### config.mk
export PLATFORM = sky130hd
export DESIGN_NAME = bus_arbiter_flat
export DESIGN_NICKNAME = d
export VERILOG_FILES = /design/src/rtl/bus_arbiter_if.sv /design/src/rtl/bus_arbiter.sv /design/src/flat_wrapper.sv
export SDC_FILE = /design/constraint.sdc
export NUM_CORES = 1
export LEC_CHECK = 0
export CAP_MARGIN = 10
export CORE_ASPECT_RATIO = 1.5
export CORE_MARGIN = 5
export CORE_UTILIZATION = 31
export CTS_CLUSTER_SIZE = 28
export DETAILED_ROUTE_END_ITERATION = 10
export GPL_TIMING_DRIVEN = 0
export PLACE_DENSITY = 0.67
export SLEW_MARGIN = 20
export SYNTH_ARGS = -nofsm -noshare
export SYNTH_HDL_FRONTEND = slang
export SYNTH_SLANG_ARGS = --single-unit
### constraint.sdc
create_clock -name clk -period 2.5 [get_ports clk]
set_clock_uncertainty 0.2 [all_clocks]
set_input_delay 0.5 -clock clk [delete_from_list [all_inputs] [get_ports clk]]
set_output_delay 0.5 -clock clk [all_outputs]
set_load 0.03 [all_outputs]
### src/rtl/bus_arbiter_if.sv
// Signal bundle between the CPU fetch/data requesters, the arbiter and the shared memory port.
// The slave modport is the arbiter's view; the master modport is the environment driving it.
interface bus_arbiter_if;
  logic        if_req_i;
  logic [31:0] if_addr_i;
  logic [31:0] if_rdata_o;
  logic        if_ack_o;
  logic        d_req_i;
  logic        d_we_i;
  logic [3:0]  d_sel_i;
  logic [31:0] d_addr_i;
  logic [31:0] d_wdata_i;
  logic [31:0] d_rdata_o;
  logic        d_ack_o;
  logic        flush_i;
  logic        bus_req_o;
  logic        bus_we_o;
  logic [3:0]  bus_sel_o;
  logic [31:0] bus_addr_o;
  logic [31:0] bus_wdata_o;
  logic [31:0] bus_rdata_i;
  logic        bus_ack_i;
  logic [5:0]  stall_o;
  logic        err_o;

  modport slave (
    input  if_req_i, if_addr_i, d_req_i, d_we_i, d_sel_i, d_addr_i, d_wdata_i,
           flush_i, bus_rdata_i, bus_ack_i,
    output if_rdata_o, if_ack_o, d_rdata_o, d_ack_o, bus_req_o, bus_we_o,
           bus_sel_o, bus_addr_o, bus_wdata_o, stall_o, err_o
  );

  modport master (
    output if_req_i, if_addr_i, d_req_i, d_we_i, d_sel_i, d_addr_i, d_wdata_i,
           flush_i, bus_rdata_i, bus_ack_i,
    input  if_rdata_o, if_ack_o, d_rdata_o, d_ack_o, bus_req_o, bus_we_o,
           bus_sel_o, bus_addr_o, bus_wdata_o, stall_o, err_o
  );
endinterface

### src/rtl/bus_arbiter.sv
// Arbitrates instruction fetch and data accesses onto one memory port, with data priority,
// a wait-cycle timeout, fetch cancellation on pipeline flush and a pipeline stall vector.
module bus_arbiter #(
  parameter int unsigned TIMEOUT = 255
) (
  input logic           clk,
  input logic           rst,
  bus_arbiter_if.slave  port
);
  typedef enum logic [1:0] {IDLE, IBUSY, DBUSY, RESP} state_t;

  localparam logic [7:0] WAIT_LAST = 8'(TIMEOUT - 1);

  state_t      state;
  state_t      next_state;
  logic        grant_data;
  logic        grant_fetch;
  logic        finish;
  logic        timeout;
  logic [7:0]  wait_cnt;
  logic [7:0]  wait_next;
  logic        owner_data;
  logic        timed_out;
  logic        cancel;
  logic [31:0] rdata;
  logic        bus_req;
  logic        bus_we;
  logic [3:0]  bus_sel;
  logic [31:0] bus_addr;
  logic [31:0] bus_wdata;
  logic        resp;
  logic        if_ack;
  logic        d_ack;

  assign wait_next = wait_cnt + 8'd1;

  always_ff @(posedge clk) begin
    if (rst) state <= IDLE;
    else     state <= next_state;
  end

  // An ack wins over a timeout landing in the same cycle.
  always_comb begin
    next_state  = state;
    grant_data  = 1'b0;
    grant_fetch = 1'b0;
    finish      = 1'b0;
    timeout     = 1'b0;
    case (state)
      IDLE: begin
        if (port.d_req_i) begin
          next_state = DBUSY;
          grant_data = 1'b1;
        end else if (port.if_req_i) begin
          next_state  = IBUSY;
          grant_fetch = 1'b1;
        end
      end
      IBUSY, DBUSY: begin
        if (port.bus_ack_i) begin
          next_state = RESP;
          finish     = 1'b1;
        end else if (wait_next == WAIT_LAST) begin
          next_state = RESP;
          timeout    = 1'b1;
        end
      end
      RESP:    next_state = IDLE;
      default: next_state = IDLE;
    endcase
  end

  always_ff @(posedge clk) begin
    if (rst) begin
      bus_req    <= 1'b0;
      bus_we     <= 1'b0;
      bus_sel    <= 4'h0;
      bus_addr   <= 32'h0;
      bus_wdata  <= 32'h0;
      wait_cnt   <= 8'h0;
      owner_data <= 1'b0;
      timed_out  <= 1'b0;
      rdata      <= 32'h0;
    end else begin
      if (grant_data) begin
        bus_req    <= 1'b1;
        bus_we     <= port.d_we_i;
        bus_sel    <= port.d_sel_i;
        bus_addr   <= port.d_addr_i;
        bus_wdata  <= port.d_wdata_i;
        wait_cnt   <= 8'h0;
        owner_data <= 1'b1;
        timed_out  <= 1'b0;
      end else if (grant_fetch) begin
        bus_req    <= 1'b1;
        bus_we     <= 1'b0;
        bus_sel    <= 4'hF;
        bus_addr   <= port.if_addr_i;
        bus_wdata  <= 32'h0;
        wait_cnt   <= 8'h0;
        owner_data <= 1'b0;
        timed_out  <= 1'b0;
      end else if (finish) begin
        bus_req <= 1'b0;
        rdata   <= port.bus_rdata_i;
      end else if (timeout) begin
        bus_req   <= 1'b0;
        rdata     <= 32'h0;
        timed_out <= 1'b1;
      end else if (state == IBUSY || state == DBUSY) begin
        wait_cnt <= wait_next;
      end
    end
  end

  // A flushed fetch still finishes on the bus so the memory side stays consistent.
  always_ff @(posedge clk) begin
    if (rst || state == IDLE)                cancel <= 1'b0;
    else if (state == IBUSY && port.flush_i) cancel <= 1'b1;
  end

  assign resp   = (state == RESP);
  assign if_ack = resp && !owner_data && !cancel && !port.flush_i;
  assign d_ack  = resp && owner_data;

  assign port.if_ack_o    = if_ack;
  assign port.d_ack_o     = d_ack;
  assign port.if_rdata_o  = if_ack ? rdata : 32'h0;
  assign port.d_rdata_o   = d_ack ? rdata : 32'h0;
  assign port.err_o       = resp && timed_out;
  assign port.bus_req_o   = bus_req;
  assign port.bus_we_o    = bus_we;
  assign port.bus_sel_o   = bus_sel;
  assign port.bus_addr_o  = bus_addr;
  assign port.bus_wdata_o = bus_wdata;

  always_comb begin
    port.stall_o = 6'b000000;
    if (!rst) begin
      if (port.d_req_i && !d_ack)        port.stall_o = 6'b011111;
      else if (port.if_req_i && !if_ack) port.stall_o = 6'b000111;
    end
  end
endmodule

### src/flat_wrapper.sv
// flat-port wrapper written by rule: the top's interface ports become plain ports
module bus_arbiter_flat 
#(
  parameter int unsigned TIMEOUT = 255
)
  (clk, rst, port_if_req_i, port_if_addr_i, port_d_req_i, port_d_we_i, port_d_sel_i, port_d_addr_i, port_d_wdata_i, port_flush_i, port_bus_rdata_i, port_bus_ack_i, port_if_rdata_o, port_if_ack_o, port_d_rdata_o, port_d_ack_o, port_bus_req_o, port_bus_we_o, port_bus_sel_o, port_bus_addr_o, port_bus_wdata_o, port_stall_o, port_err_o);
  bus_arbiter_if port_i ();
  input logic clk;
  input logic rst;
  input wire logic [$bits(port_i.if_req_i)-1:0] port_if_req_i;
  input wire logic [$bits(port_i.if_addr_i)-1:0] port_if_addr_i;
  input wire logic [$bits(port_i.d_req_i)-1:0] port_d_req_i;
  input wire logic [$bits(port_i.d_we_i)-1:0] port_d_we_i;
  input wire logic [$bits(port_i.d_sel_i)-1:0] port_d_sel_i;
  input wire logic [$bits(port_i.d_addr_i)-1:0] port_d_addr_i;
  input wire logic [$bits(port_i.d_wdata_i)-1:0] port_d_wdata_i;
  input wire logic [$bits(port_i.flush_i)-1:0] port_flush_i;
  input wire logic [$bits(port_i.bus_rdata_i)-1:0] port_bus_rdata_i;
  input wire logic [$bits(port_i.bus_ack_i)-1:0] port_bus_ack_i;
  output wire logic [$bits(port_i.if_rdata_o)-1:0] port_if_rdata_o;
  output wire logic [$bits(port_i.if_ack_o)-1:0] port_if_ack_o;
  output wire logic [$bits(port_i.d_rdata_o)-1:0] port_d_rdata_o;
  output wire logic [$bits(port_i.d_ack_o)-1:0] port_d_ack_o;
  output wire logic [$bits(port_i.bus_req_o)-1:0] port_bus_req_o;
  output wire logic [$bits(port_i.bus_we_o)-1:0] port_bus_we_o;
  output wire logic [$bits(port_i.bus_sel_o)-1:0] port_bus_sel_o;
  output wire logic [$bits(port_i.bus_addr_o)-1:0] port_bus_addr_o;
  output wire logic [$bits(port_i.bus_wdata_o)-1:0] port_bus_wdata_o;
  output wire logic [$bits(port_i.stall_o)-1:0] port_stall_o;
  output wire logic [$bits(port_i.err_o)-1:0] port_err_o;
  assign port_i.if_req_i = port_if_req_i;
  assign port_i.if_addr_i = port_if_addr_i;
  assign port_i.d_req_i = port_d_req_i;
  assign port_i.d_we_i = port_d_we_i;
  assign port_i.d_sel_i = port_d_sel_i;
  assign port_i.d_addr_i = port_d_addr_i;
  assign port_i.d_wdata_i = port_d_wdata_i;
  assign port_i.flush_i = port_flush_i;
  assign port_i.bus_rdata_i = port_bus_rdata_i;
  assign port_i.bus_ack_i = port_bus_ack_i;
  assign port_if_rdata_o = port_i.if_rdata_o;
  assign port_if_ack_o = port_i.if_ack_o;
  assign port_d_rdata_o = port_i.d_rdata_o;
  assign port_d_ack_o = port_i.d_ack_o;
  assign port_bus_req_o = port_i.bus_req_o;
  assign port_bus_we_o = port_i.bus_we_o;
  assign port_bus_sel_o = port_i.bus_sel_o;
  assign port_bus_addr_o = port_i.bus_addr_o;
  assign port_bus_wdata_o = port_i.bus_wdata_o;
  assign port_stall_o = port_i.stall_o;
  assign port_err_o = port_i.err_o;
  bus_arbiter #(.TIMEOUT(TIMEOUT)) u_core (.clk(clk), .rst(rst), .port(port_i));
endmodule
* Yosys cells after proc, flatten, opt, wreduce, memory -nomap -nowiden
Cells that the tools add are included.
Storage, ports and cells: register bits after elaboration 115, latch bits 0, RAM bits 0, bits in read-only memories 0, input port bits 139, output and inout bits 143, logic and storage cells 82, memories kept 0
Operators by class: add/sub/neg operators 1, multipliers 0, div/mod/pow operators 0, order comparisons 0, equality and inequality tests 6, shift operators 0, multiplexer cells 35, bitwise operators 4, reductions and logical operators 25
Operator list (count):
- $mux 32 | 8
- $mux 1 | 17
- $mux 6 | 2
- $add 8x1->8 const B | 1
- $eq 8x8->1 const B | 1
- $logic_and 1x1->1 | 8
- $mux 2 | 4
- $mux 4 | 2
- $pmux 2 s3 | 1
- $reduce_and 3->1 | 2
- $logic_not 1->1 | 5
- $eq 2x2->1 const B | 2
- $not 1->1 | 4
- $reduce_and 2->1 | 2
- $reduce_bool 2->1 | 2
- $reduce_bool 4->1 | 1
- $mux 3 | 1
- $ne 3x2->1 const B | 1
- $ne 3x3->1 const B | 1
- $reduce_or 3->1 | 1
- $eq 2x1->1 const B | 1
- $logic_not 2->1 | 1
- $logic_or 1x1->1 | 2
- $reduce_or 2->1 | 1

* Logic depth before layout (Yosys ltp)
Gate-level depths: netlist of run 1.
depth after elaboration 9, mapped depth 10, gate-level depth less buffers 7

* Least setup slack after synthesis of run 1
Ideal clock, no wire load.
path type input to output, start input rst, end output port_stall_o[1], arrival 2128 ps, required time 1800 ps, setup slack -328 ps, cell stages on the path 4, path buffers 3, cell sequence clkbuf_1 clkbuf_1 o32ai_1 buf_4
Between the ends: longest elaborated chain between the ends 1
Ends and longest elaborated chain:
- start, declared | line flat_wrapper.sv:9 | input logic rst;
- $mux 6 | line bus_arbiter.sv:139 | if (!rst) begin
- end, declared | line flat_wrapper.sv:29 | output wire logic [$bits(port_i.stall_o)-1:0] port_stall_o;
No other way between the ends.

* Worst setup path in the final report of run 1
start register u_core.state[1], end output port_stall_o[1]
Between the ends: longest elaborated chain between the ends 9, elaborated cells between the ends (all ways) 12, classes of those cells eq/ne (1); mux (3); reduce/logical (8)
Ends and longest elaborated chain:
- start, declared | line bus_arbiter.sv:14 | state_t state;
- start signal, assigned | line bus_arbiter.sv:39 | else state <= next_state;
- $eq 2x2->1 (*) | line bus_arbiter.sv:122 | assign resp = (state == RESP);
- $logic_and 1x1->1 (3 in series) | line bus_arbiter.sv:123 | assign if_ack = resp && !owner_data && !cancel && !port.flush_i;
- $logic_not 1->1 | line bus_arbiter.sv:141 | else if (port.if_req_i && !if_ack) port.stall_o = 6'b000111;
- $logic_and 1x1->1 | line bus_arbiter.sv:141
- $mux 3 | line bus_arbiter.sv:141
- $mux 6 (*) | line bus_arbiter.sv:140 | if (port.d_req_i && !d_ack) port.stall_o = 6'b011111;
- $mux 6 (*) | line bus_arbiter.sv:139
Every way passes the cells marked *; elsewhere a longest branch is shown, timed or not.

==> results.txt, run 1 <==
Vias after detailed routing -> 5637
Starting Density -> 0.313
Commonest non-fill, non-tap cells in the layout -> clkdlybuf4s50_1 (205), dfxtp_1 (112), nand2_1 (70)
Die area -> 19500 µm²
Critical Path RT -> 1.80 ns
Post-synthesis instance area -> 5190 µm²
Final hold vios -> 0
Failing checks -> negative setup slack
Slowest cell on the critical path -> dfxtp_4
Combinational Power Share -> 0.441
Final WS setup -> -0.0445 ns
Nets -> 1052
Worst hold path depth -> 1
Clk pwr share -> 0.266
FF+latch count, synth -> 115
Total power -> 8840 µW
Root buf cell -> clkbuf_16
Critical Path Start Type -> flop
Top delay family on crit path -> buffers and inverters
Outcome -> finished, violations left
Final wirelength -> 19.6 mm
Sequential-to-total area share from yosys stat -> 0.443
Syn Nets -> 745
Worst VDD drop -> 610 µV
Overall Global Routing Usage -> 0.194
CTS tree -> done
CP max FO -> 4
DR vias/cell -> 4.97
DP HPWL -> 14.9 mm
Netlist cell types -> 45
Most common cell after layout, fill and taps aside -> clkdlybuf4s50_1
Synth area leader -> dfxtp_1
Gr ovfl total -> 0
Sequential power share -> 0.293
Core area -> 16600 µm²
Clk pin slew, worst setup/hold paths -> 0.05 ns
FMAX -> 0.393 GHz
Internal Power -> 5290 µW
H-tree Lvls -> 4
Die X-Extent -> 116 µm
Area Growth Syn to Fin -> 74.8%
Worst skew pair latency -> 0.40 ns
WS Path Type -> flop to primary output
Minimum clock period -> 2.54 ns
Least-Margin Pin Slew -> 0.596 ns
Initial antenna violation count -> 3
Switching part of the total -> 0.402
Relative slew slack -> 0.603
Remaining DRCs -> 0
Worst path depth -> 7
Core Util, Final -> 0.546
Clock buffer count from CTS -> 17
RSZ-0062 raised after global routing -> true
Drt first pass iters -> 4
Max_cap viols -> 0
RD Place Congestion -> 0.793
CP bufs+invs -> 4
# setup viols final -> 20
Cell count after synthesis -> 601
Post-DR wirelength/cell -> 17.3 µm
Height of the die -> 169 µm
Port Buffers -> 279
Post-synth EDFFs -> 0
Final cycle utilization of the critical path -> 1.02
Synth warnings -> 0
Hold crit path type -> flop to flop
# IOs -> 282
Global-route wire length before repair -> 29.9 mm
Worst reg2reg path depth -> 11
Largest net degree at the start of global routing -> 17
Worst Setup End Kind -> primary output
Max incr delay on CP -> 0.35 ns
Post-Place Worst Slack -> -1.08 ns
Layout cell share with drive strength beyond 1 -> 0.180
Row count -> 58
Post-synth top area share -> 0.443
Pwr dens -> 974 nW/µm²
R2R setup slack -> 0.15 ns
Net Switching -> 3550 µW
Fin. max-slew vios -> 0
Synth Flop Type -> dfxtp_1
Drt first-iter violations -> 224
Critical-path cell list -> ha_4, nor4b_4, buf_4, buf_6, o32ai_4, buf_4, buf_6
Clock Tree Buf Depth -> 2
Number of global-route vias before repair -> 5696
Syn_area_per_cell -> 8.64 µm²
Antenna Nets Post-Route -> 0
Clock Sinks -> 115
CP Data Arrival Time -> 1.84 ns
Ys async rst share -> 0
Top post-synthesis cells by area -> dfxtp_1 (44%), a311oi_1 (11%), a22o_1 (5.6%)
P_leak -> 0.00367 µW
Final setup TNS -> -0.231 ns
metrics by stage:
stage / instance area, µm² / std cells / hold slack (ns)
global route: 9080 / 1134 / 0.280
detailed placement: 8260 / 1090 / 0.263
CTS: 9020 / 1131 / 0.268
finish: 9080 / 1134 / 0.274
global placement: 8260 / 1090 / 0.262
floorplan: 5210 / 601 / 0.280
sequential cells by signal (all words and copies together), names as in the netlist:
register                 flops
u_core.cancel                1
u_core.timed_out             1
u_core.port.bus_req_o        1
u_core.state                 2
u_core.rdata                32
u_core.wait_cnt              8
u_core.port.bus_addr_o      32
u_core.port.bus_we_o         1
u_core.owner_data            1
u_core.port.bus_wdata_o     32
u_core.port.bus_sel_o        4
layout make-up:
type | count | area [µm²]
Inverter | 7 | 26.3
Tap cell | 210 | 263
Fill cell | 1582 | 7540
Buffer | 63 | 385
Multi-Input combinational cell | 416 | 2690
Sequential cell | 115 | 2310
Timing Repair Buffer | 288 | 2820
Clock inverter | 13 | 124
Clock buffer | 19 | 453
Antenna cell | 3 | 7.51
synthesized netlist by cell type, drive strengths merged, types with 2 or more instances:
cell type,instances
a21oi,36
a22o,33
a311oi,65
a31oi,2
and2,35
and3,35
buf,18
clkbuf,45
dfxtp,115
ha,5
inv,7
mux2i,3
nand2,70
nand2b,4
nand3,36
nand4,2
nor2,47
nor2b,5
nor3,9
o21ai,2
o221a,2
or3,4
xnor2,3
routing by layer:
layer	track usage	vias up	routed length (µm)
met3	0.0483	26	1360
met1	0.206	2589	7400
met5	0	-	0
li1	-	2822	-
met2	0.357	200	10300
met4	0.0782	0	533
worst paths after layout:
path	from	to
max reg2reg	u_core.state[1]	u_core.rdata[10]
min reg2reg	u_core.port.bus_wdata_o[14]	u_core.port.bus_wdata_o[14]
max	u_core.state[1]	port_stall_o[1]
min	u_core.port.bus_wdata_o[14]	u_core.port.bus_wdata_o[14]
power by group through the flow:
stage	sequential, µW	combinational (µW)	clock [µW]
6_report	2590	3900	2350
5_1_grt	2650	4240	2490
4_1_cts	2590	3900	2410
3_5_place_dp	2610	3800	0
3_3_place_gp	2600	3790	0
2_1_floorplan	3250	1580	0
kinds of logic after synthesis:
kind of cell               Yosys count  synth area share
and+or+nand+nor                    250             0.235
AOI/OAI and AO/OA                  153             0.236
other                                1          0.000722
xor gates and xnor gates             4           0.00675
DFF                                115             0.443
buffers and inverters               70            0.0600
adders and majority gates            5            0.0120
muxes                                3           0.00578
timing repair:
action,4_1_cts,5_1_grt
pin swaps,2,2
hold buffers,0,0
endpoints found under the setup margin,87,149
buffers inserted,9,0
endpoints found under the hold margin,0,0
gates resized for setup,338,67
Note: power is estimated with default switching activity, not from simulation.
==> run 2: changes to the inputs <==
PLACE_DENSITY = 0.66   (was 0.67)
==> results.txt, run 2 (synthesis gave the netlist of run 1 again) <==
Outcome -> finished, violations left
Least-Margin Pin Slew -> 0.630 ns (+0.0345 ns)
Overall Global Routing Usage -> 0.198 (+0.00483)
Drt first pass iters -> 5 (+1)
Max_cap viols -> 0 (unchanged)
Clock buffer count from CTS -> 17 (unchanged)
Final hold vios -> 0 (unchanged)
Hold crit path type -> primary input to flop
Critical path origin -> u_core.state[1]
Die X-Extent -> 116 µm (unchanged)
Area Growth Syn to Fin -> 76.6%
Number of global-route vias before repair -> 5755 (+1.0%)
Fin. max-slew vios -> 0 (unchanged)
Gr ovfl total -> 0 (unchanged)
Height of the die -> 169 µm (unchanged)
Relative slew slack -> 0.580 (-0.0230)
Failing checks -> negative setup slack
H-tree Lvls -> 4 (unchanged)
RD Place Congestion -> 0.803 (+1.3%)
Post-Place Worst Slack -> -1.03 ns (+0.0494 ns)
Minimum clock period -> 2.60 ns (+0.0521 ns)
# setup viols final -> 15 (-25%)
Row count -> 58 (unchanged)
DR vias/cell -> 5.06 (+1.8%)
CP Data Arrival Time -> 1.90 ns (+0.06 ns)
Total power -> 9110 µW (+3.0%)
Placed cells -> 1090 (unchanged)
FMAX -> 0.385 GHz (-2.0%)
Final wirelength -> 19.8 mm (+1.0%)
Critical Path RT -> 1.80 ns (about the same)
DP HPWL -> 15.0 mm (+0.78%)
Global-route wire length before repair -> 30.7 mm (+2.5%)
Remaining DRCs -> 0 (unchanged)
Drt first-iter violations -> 264 (+18%)
Worst VDD drop -> 452 µV (-26%)
Die area -> 19500 µm² (unchanged)
Nets -> 1051 (-0.095%)
Worst Setup End Kind -> primary output
Hold path start -> port_d_req_i
Post-Layout Cell Count -> 1131 (-0.26%)
# IOs -> 282 (unchanged)
Pwr dens -> 993 nW/µm² (+1.9%)
Core area -> 16600 µm² (unchanged)
Post-DR wirelength/cell -> 17.5 µm (+1.3%)
Clk pin slew, worst setup/hold paths -> 0.05 ns (about the same)
Starting Density -> 0.313 (unchanged)
Critical Path Start Type -> flop
Clock Sinks -> 115 (unchanged)
Reg2reg start -> u_core.state[1]
Antenna Nets Post-Route -> 0 (unchanged)
Largest net degree at the start of global routing -> 17 (unchanged)
WS Path Type -> flop to primary output
Slowest cell on the critical path -> dfxtp_4
Final WS setup -> -0.0966 ns (-0.0521 ns)
Hold WS -> 0.271 ns (-0.00304 ns)
CP max FO -> 4 (unchanged)
Vias after detailed routing -> 5723 (+1.5%)
Clock Tree Buf Depth -> 2 (unchanged)
Commonest non-fill, non-tap cells in the layout -> clkdlybuf4s50_1 (205), dfxtp_1 (112), nand2_1 (70)
P_leak -> 0.00365 µW (-0.59%)
Initial antenna violation count -> 1 (-2)
Max incr delay on CP -> 0.36 ns (about the same)
Port Buffers -> 279 (unchanged)
Worst skew pair latency -> 0.41 ns (about the same)
Final cycle utilization of the critical path -> 1.04 (+0.0208)
CTS tree -> done
Most common cell after layout, fill and taps aside -> clkdlybuf4s50_1
Root buf cell -> clkbuf_16
Critical-path cell list -> ha_4, nor4b_4, buf_4, buf_6, o32ai_4, buf_4, buf_6
CTS Hold Buffers Added -> 0 (unchanged)
RSZ-0062 raised after global routing -> true
Layout cell share with drive strength beyond 1 -> 0.188 (+0.00780)
[run 2: area by class of cell]
| class | count | area, µm² |
|---|---|---|
| Fill cell | 1604 | 7440 |
| Timing Repair Buffer | 287 | 2880 |
| Multi-Input combinational cell | 416 | 2680 |
| Sequential cell | 115 | 2310 |
| Clock buffer | 18 | 439 |
| Buffer | 63 | 369 |
| Tap cell | 210 | 263 |
| Clock inverter | 14 | 200 |
| Inverter | 7 | 26.3 |
| Antenna cell | 1 | 2.50 |
[run 2: critical path: cells and delay by family (launching register included)]
family | cells | cell delay, ns
flops | 1 | 0.36
fa+ha+maj | 1 | 0.16
simple gates | 1 | 0.13
compound gates | 1 | 0.28
buf+inv | 4 | 0.56
[run 2: worst paths after layout]
check	end	slack (ns)	depth (start not counted)
max	port_stall_o[1]	-0.1	7
min	u_core.port.bus_addr_o[31]	0.27	3
max reg2reg	u_core.rdata[31]	0.18	10
min reg2reg	u_core.port.bus_wdata_o[13]	0.28	1
[run 2: power by group]
part           total (µW)  switching, µW  internal (µW)
Clock                2640            936           1710
Sequential           2610            292           2320
Combinational        3860           2340           1510
[run 2: per-stage QoR]
step | cell area [µm²] | setup TNS, ns | util
final | 9170 | -0.360 | 0.552
after global routing | 9170 | -1.52 | 0.552
after CTS | 8950 | -0.227 | 0.538
after detailed placement | 8260 | -58.96 | 0.497
after global placement | 8260 | -57.72 | 0.497
after floorplan | 5210 | 0 | -
[run 2: routing by layer]
metal | track usage | share of wire | vias to the layer above
met5 | 0 | 0 | -
met4 | 0.0878 | 0.033 | 0
met3 | 0.0583 | 0.078 | 37
met2 | 0.349 | 0.51 | 212
met1 | 0.218 | 0.38 | 2643
li1 | - | - | 2831
[run 2: repair_timing]
item	CTS	global route
setup endpoints to repair	72	137
gates resized for setup	318	128
cloned	0	1
buffers inserted	3	5
pin swaps	1	3
